--- src/rtl/alu.sv ---
// rtl/alu.sv - 8-bit ALU and NV-BDIZC status stage of the microcode 65C02 core
// One-cycle registered result/carry/status; branch condition decoded from registered P.
module alu (
    input  logic       clk,
    input  logic       rst_n,
    input  logic       en,
    input  logic [7:0] R,
    input  logic [7:0] M,
    input  logic [3:0] op,
    input  logic [1:0] ci_sel,
    input  logic [2:0] fl,
    input  logic       bcd,
    input  logic [2:0] cond,
    output logic [7:0] OUT,
    output logic       CO,
    output logic [7:0] P,
    output logic       take
);

    logic [7:0] out_q, out_d;
    logic       co_q, co_d;
    logic [7:0] p_q, p_d;

    logic       ci;
    logic [7:0] m_eff;
    logic [8:0] bin;
    logic [4:0] lo5, hi5;
    logic [3:0] lo_adj, hi_adj;
    logic       hc, dec;
    logic [7:0] res;
    logic       c, v;
    logic       flag;

    always_comb begin
        unique case (ci_sel)
            2'b00:   ci = 1'b0;
            2'b01:   ci = 1'b1;
            2'b10:   ci = p_q[0];
            default: ci = co_q;
        endcase

        m_eff  = (op == 4'd4) ? ~M : M;
        bin    = {1'b0, R} + {1'b0, m_eff} + {8'd0, ci};
        dec    = bcd && p_q[3] && ((op == 4'd3) || (op == 4'd4));
        // lo5[4] clear on SBC means the low nibble borrowed
        lo5    = {1'b0, R[3:0]} + {1'b0, m_eff[3:0]} + {4'd0, ci};
        hc     = lo5 > 5'd9;
        lo_adj = hc ? (lo5[3:0] + 4'd6) : lo5[3:0];
        hi5    = {1'b0, R[7:4]} + {1'b0, M[7:4]} + {4'd0, hc};
        hi_adj = (hi5 > 5'd9) ? (hi5[3:0] + 4'd6) : hi5[3:0];

        res = R;
        c   = 1'b0;
        v   = 1'b0;
        case (op)
            4'd0: res = R | M;
            4'd1: res = R & M;
            4'd2: res = R ^ M;
            4'd3, 4'd4: begin
                res = bin[7:0];
                c   = bin[8];
                v   = (R[7] == m_eff[7]) && (bin[7] != R[7]);
                if (dec && (op == 4'd3)) begin
                    res = {hi_adj, lo_adj};
                    c   = hi5 > 5'd9;
                    v   = (R[7] == M[7]) && (hi5[3] != R[7]);
                end else if (dec) begin
                    if (!lo5[4]) res[3:0] = res[3:0] - 4'd6;
                    if (!bin[8]) res[7:4] = res[7:4] - 4'd6;
                end
            end
            4'd5: res = M;
            4'd6: res = R;
            4'd7: begin
                res = {R[6:0], ci};
                c   = R[7];
            end
            4'd8: begin
                res = {ci, R[7:1]};
                c   = R[0];
            end
            4'd9: res = M & ~R;
            default: res = R;
        endcase
    end

    always_comb begin
        p_d = p_q;
        case (fl)
            3'b001: begin
                p_d[7] = res[7];
                p_d[1] = res == 8'd0;
            end
            3'b010: begin
                p_d[7] = res[7];
                p_d[1] = res == 8'd0;
                p_d[0] = c;
            end
            3'b011: begin
                p_d[7] = res[7];
                p_d[6] = v;
                p_d[1] = res == 8'd0;
                p_d[0] = c;
            end
            3'b100: begin
                p_d[7] = M[7];
                p_d[6] = M[6];
                p_d[1] = (R & M) == 8'd0;
            end
            3'b101: p_d = M;
            3'b110: begin
                p_d[2] = 1'b1;
                p_d[3] = 1'b0;
            end
            3'b111: p_d[op[2:0]] = op[3];
            default: p_d = p_q;
        endcase
        p_d[5:4] = 2'b11;

        // Single-bit flag ops leave the datapath result untouched
        out_d = (fl == 3'b111) ? out_q : res;
        co_d  = (fl == 3'b111) ? co_q : c;
    end

    always_ff @(posedge clk) begin
        if (!rst_n) begin
            out_q <= 8'h00;
            co_q  <= 1'b0;
            p_q   <= 8'h34;
        end else if (en) begin
            out_q <= out_d;
            co_q  <= co_d;
            p_q   <= p_d;
        end
    end

    always_comb begin
        unique case (cond[2:1])
            2'd0:    flag = p_q[7];
            2'd1:    flag = p_q[6];
            2'd2:    flag = p_q[0];
            default: flag = p_q[1];
        endcase
        take = flag == cond[0];
    end

    assign OUT = out_q;
    assign CO  = co_q;
    assign P   = p_q;

endmodule
--- config.mk ---
export PLATFORM = sky130hd
export DESIGN_NAME = alu
export DESIGN_NICKNAME = d
export VERILOG_FILES = /design/src/rtl/alu.sv
export SDC_FILE = /design/constraint.sdc
export NUM_CORES = 1
export LEC_CHECK = 0
export ABC_AREA = 1
export CAP_MARGIN = 30
export CORE_UTILIZATION = 35
export DETAILED_ROUTE_END_ITERATION = 16
export HOLD_SLACK_MARGIN = 0.02
export SYNTH_ARGS = -nofsm -noshare
export SYNTH_HDL_FRONTEND = slang
export SYNTH_SLANG_ARGS = --single-unit
--- constraint.sdc ---
create_clock -name clk -period 5.12 [get_ports clk]
set_input_delay 1.024 -clock clk [delete_from_list [all_inputs] [get_ports clk]]
set_output_delay 1.024 -clock clk [all_outputs]
set_load 0.01 [all_outputs]
==> Word level (Yosys, flattened, before mapping) <==
Index checks and enable logic that the tools add are counted.
W data, S select, Z words.
{ "totals": {"regBits": 15, "input_bits": 32, "word_cells": 101} }
{ "classes": {"add_sub_neg": 10, "magnitude_cmp": 4, "eq_ne": 24, "mux": 22, "bitwise_logic": 7, "n_reduce_logical": 27} }
{ "op_table": {"columns": ["operator", "count"], "rows": [
  ["$pmux W8 S8", 1],
  ["$mux W8", 3],
  ["$pmux W1 S3", 6],
  ["$and A8 B8 Y8", 2],
  ["$logic_not A8 Y1", 2],
  ["$mux W4", 4],
  ["$not A8 Y8", 2],
  ["$eq A3 B3 Y1 const B", 4],
  ["$eq A4 B3 Y1 const B", 3],
  ["$reduce_and A2 Y1", 6],
  ["$reduce_bool A3 Y1", 4],
  ["$add A4 B4 Y5", 2],
  ["$add A5 B1 Y5", 2],
  ["$gt A5 B4 Y1 const B", 2],
  ["$add A8 B8 Y9", 1],
  ["$add A9 B1 Y9", 1],
  ["$add A4 B3 Y4 const B", 2],
  ["$bwmux W8", 1],
  ["$eq A4 B2 Y1 const B", 2],
  ["$eq A4 B4 Y1 const B", 2],
  ["$or A8 B8 Y8", 1],
  ["$sub A4 B3 Y4 const B", 2],
  ["$xor A8 B8 Y8", 1],
  ["$eq A3 B2 Y1 const B", 2],
  ["20 further kinds", 36]
]} }

==> Logic depth before layout (Yosys ltp) <==
Gate-level depths: netlist (run 1).
{ "depth": {"depth_word": 12, "mapped_depth": 35, "depth_no_buf": 35} }

==> Least setup slack after synthesis (run 1) <==
No wires, ideal clock.
{ "synth_timing": {"path_kind": "input to register", "from": "input port op[1]", "to": "register p_q[7], in the netlist P[7]", "setup_ps": 116, "arrival_ps": 5062, "required_ps": 5004, "path_slack_ps": -58, "path_stages": 34, "n_path_buf": 0, "cell_sequence": "nor2_2 nand2_4 xor2_1 inv_1 fa_1 inv_1 fa_1 inv_1 nand2_1 nand2_1 ha_1 inv_1 nor2_1 a21oi_1 nand2_1 nand2_1 fa_1 fa_1 xnor2_1 ha_1 inv_1 nor2_1 a21oi_1 nand2_1 nand2_1 nand2_1 nand2_1 nand3_1 nand3_1 nand2_1 o21ai_1 nand2_1 nand2_1 a21oi_1"} }
{ "synth_between": {"elab_chain_len": 11, "word_cells_on_any_way": 35} }
{ "synth_rtl": {"columns": ["item", "line_no", "rtl"], "rows": [
  ["start, declared", "9", "input logic [3:0] op,"],
  ["$eq A4 B3 Y1", "42, 44, 55", null],
  ["$mux W8", "42", "m_eff = (op == 4'd4) ? ~M : M;"],
  ["$add A4 B4 Y5", "46", "lo5 = {1'b0, R[3:0]} + {1'b0, m_eff[3:0]} + {4'd0, ci};"],
  ["$add A5 B1 Y5", "46", null],
  ["$gt A5 B4 Y1", "47", "hc = lo5 > 5'd9;"],
  ["$add A5 B1 Y5", "49", "hi5 = {1'b0, R[7:4]} + {1'b0, M[7:4]} + {4'd0, hc};"],
  ["$add A4 B3 Y4 or $gt A5 B4 Y1 (tied branches)", "50", "hi_adj = (hi5 > 5'd9) ? (hi5[3:0] + 4'd6) : hi5[3:0];"],
  ["$mux W4", "50", null],
  ["$mux W8", "63", "if (dec && (op == 4'd3)) begin"],
  ["$pmux W8 S8", "55", "case (op)"],
  ["$pmux W1 S3 (*)", "89", "case (fl)"],
  ["end signal, assigned", "133", "p_q <= p_d;"],
  ["end, declared", "22", "logic [7:0] p_q, p_d;"]
]} }
Every way passes the cells marked *; elsewhere a longest branch is shown, timed or not.
A chain may end at the register's enable or synchronous reset.

==> Worst setup path in the final report (run 1) <==
{ "layout_timing": {"from": "input port ci_sel[1]", "to": "register p_q[1], in the netlist P[1]"} }
{ "layout_between": {"elab_chain_len": 11, "word_cells_on_any_way": 22} }
{ "layout_rtl": {"columns": ["item", "line_no", "rtl"], "rows": [
  ["start, declared", "10", "input logic [1:0] ci_sel,"],
  ["$eq A2 B2 Y1 (tied with other cells)", "35", "unique case (ci_sel)"],
  ["$pmux W1 S3 (*)", "35", null],
  ["$add A5 B1 Y5", "46", null],
  ["$gt A5 B4 Y1", "47", null],
  ["$add A5 B1 Y5", "49", null],
  ["$add A4 B3 Y4 or $gt A5 B4 Y1 (tied branches)", "50", null],
  ["$mux W4", "50", null],
  ["$mux W8", "63", null],
  ["$pmux W8 S8 (*)", "55", null],
  ["$logic_not A8 Y1 (*)", "92, 96, 102", null],
  ["$pmux W1 S4 (*)", "89", null]
]} }
Marks and branches as above.

==> results of run 1 <==
-- metrics by stage --
| stage | area, sq um | hold slack (ns) |
|---|---|---|
| after floorplan | 2840 | 0.509 |
| after global placement | 3720 | 0.504 |
| after detailed placement | 3720 | 0.510 |
| after CTS | 3910 | 0.521 |
| after global routing | 4040 | 0.540 |
| final | 4040 | 0.524 |
-- final timing paths --
path              startpoint    to  slack [ns]
setup / recovery   ci_sel[1]  P[1]        0.12
hold / removal          P[7]  P[7]        0.52
setup reg to reg        P[0]  P[1]        0.72
hold reg to reg         P[7]  P[7]        0.52
-- what timing repair did --
action,in CTS,in global routing
pin swaps,20,24
endpoints found under the setup margin,7,7
gates resized for setup,36,28
cloned,0,0
buffers inserted,17,4
-- layer usage --
| layer | track usage | share of wire | vias up |
|---|---|---|---|
| li1 | - | - | 1796 |
| met1 | 0.320 | 0.45 | 1725 |
| met2 | 0.399 | 0.46 | 153 |
| met3 | 0.0299 | 0.064 | 18 |
| met4 | 0.0612 | 0.023 | 0 |
| met5 | 0 | 0 | - |
-- state kept, by name, indices dropped and copies added (netlist names) --
register / count
CO: 1
OUT: 8
P: 6
-- Yosys cell counts, types with 3 or more instances --
library cell / number
o211ai_1: 8
o21ai_0: 21
inv_1: 72
dfxtp_1: 15
nand2_1: 136
inv_2: 3
fa_1: 4
a21oi_1: 33
nand3_1: 40
ha_1: 35
xor2_1: 9
nor3_1: 4
o22ai_1: 3
o2111ai_1: 4
nor2_1: 43
nor4_1: 3
o221ai_1: 3
a211oi_1: 3
nand4_1: 9
-- logic make-up (layout without fill, tap and decap cells) --
logic type | count (synthesis) | count (layout) | share of synthesized area
simple gates | 246 | 246 | 0.379
compound gates | 86 | 86 | 0.180
fa+ha+maj | 39 | 39 | 0.183
buf+inv | 83 | 190 | 0.116
other cells | 1 | 2 | 0.00132
xor+xnor | 11 | 11 | 0.0340
flops | 15 | 15 | 0.106
-- power by group through the flow --
stage / Clock (mW) / Sequential, mW / Combinational, mW
after floorplan: 0 / 0.138 / 0.217
after global placement: 0 / 0.135 / 0.385
after detailed placement: 0 / 0.135 / 0.391
after CTS: 0.0963 / 0.133 / 0.442
after global routing: 0.101 / 0.134 / 0.534
final: 0.0967 / 0.133 / 0.489
-- worst register-to-register path, delay by kind of cell (launching register included) --
| family | cells | cell delay (ns) |
|---|---|---|
| DFF | 1 | 0.42 |
| and+or+nand+nor | 15 | 1.32 |
| AOI/OAI and AO/OA | 5 | 0.53 |
| buffers and inverters | 5 | 0.26 |
| adders and majority gates | 6 | 1.79 |
-- cell type report --
| class | instances | area, sq um |
|---|---|---|
| inverter | 76 | 285 |
| sequential | 15 | 300 |
| multi-input combinational | 384 | 2330 |
| tap | 102 | 128 |
| clock buffer | 4 | 45.0 |
| timing repair buffer | 110 | 955 |
| fill | 813 | 3730 |
==> impl_results.md, run 1 <==
- Dpl ws: -0.772 ns
- Area growth from synthesis to layout: 42.7%
- Largest area contributor in the netlist: nand2_1
- Worst-margin pin slew: 0.695 ns
- Via count: 3692
- DRC: 0
- Final WL: 10100 um
- Overall power: 0.718 mW
- Ys async rst share: 0
- Seq/Total Area, Yosys: 0.106
- PortBufs: 47
- CTS tree: done
- Worst path depth: 33
- Die height: 91.9 um
- Die area: 8450 sq um
- Switching share of power: 0.422
- CTS buffer count: 3
- Layout cells sized above 1: 0.195
- CP Data Required Time: 5.30 ns
- Post-synth EDFFs: 0
- Largest net degree at the start of global routing: 16
- Setup crit end kind: flip-flop
- Status: finished, final reports clean
- Comb power frac: 0.681
- H-tree depth: 1
- Core area: 7770 sq um
- Most frequent cells in the layout: nand2_1, inv_1, buf_4
- Antenna cells: 0
- Vias/cell: 5.34
- CTS Root Cell: clkbuf_8
- IR drop worst, VDD: 0.0000878 V
- Kind of critical path: primary input to flip-flop
- DRT Pass-1 Iters: 4
- Main area contributors after synthesis: nand2_1, ha_1, dfxtp_1
- Non-filler cells, final: 691
- Critical Path Start Type: primary input
- Ports: 50
- GP Congestion: 0.903
- Post-DRT Antenna Nets: 0
- Clock Sinks: 15
- Internal: 0.415 mW
- Initial antenna violation count: 0
- Layout Skew: 0.00914 ns
- Worst min-delay path class: flip-flop to flip-flop
- CP bufs+invs: 6
- Total GRT Usage: 0.238
- Mapped Cells: 481
- Max-Cap Viols: 0
- Post-route setup slack: 0.120 ns
- Cell area after synthesis: 2830 sq um
- Worst EP arrival: 5.18 ns
- Highest-delay cell along the critical path: fa_2
- Most used cell, CP: nand2_1
- Clock power frac: 0.135
- Die X: 91.9 um
- WL/cell: 14.7 um
- First-pass GRT wire length: 16300 um
- Lkg Pwr: 2.04 nW
- Gr ovfl total: 0
- Slew headroom: 0.535
- Reg power frac: 0.185
- Syn avg cell area: 5.88 sq um
- Post-synthesis register bit count: 15
- CTS max path bufs: 2
- Yosys warning count: 0
- Max Slew Vio Count: 0
- Row count: 32
- Initial core utilization: 0.364
- Setup TNS Final: 0 ns
- Initial drt markers: 336
- Cts hold-fix bufs: 0
- Net Sw Power: 0.303 mW
- Post-synth top flop: dfxtp_1
- Shortest period the worst path allows: 5.00 ns
- Commonest non-fill, non-tap cell in the layout: nand2_1
- Dpl cells: 667
- RSZ-0062 raised after global routing: yes
- Crit-path max FO: 5
- Final core occ: 0.520
- Final period util: 0.976
- Fmax: 0.200 GHz
- Yosys top cell area share: 0.180
- Final setup viols: 0
- Clock Latency Late Sink: 0.25 ns
- Slowest stage delay, CP: 0.55 ns
- Synth cell types: 39
- Post-DP HPWL: 7910 um
- Final net count: 661
- Number of global-route vias before repair: 3477
- CP delay by family, top: adder cells
- Hold depth: 2
- Final Hold Viols: 0
- Pwr dens: 178 nW/um^2
- Worst Reg2Reg Path Length in Cells: 31
- Clk slew on worst S/H paths: 0.07 ns
(Power assumes the default switching activity.)
==> inputs of run 2 (changes only) <==
- CTS_CLUSTER_SIZE: unset -> 24
- TNS_END_PERCENT: unset -> 100
==> results of run 2 <==
No change in the layout: final DEF, timing and power equal those of run 1.
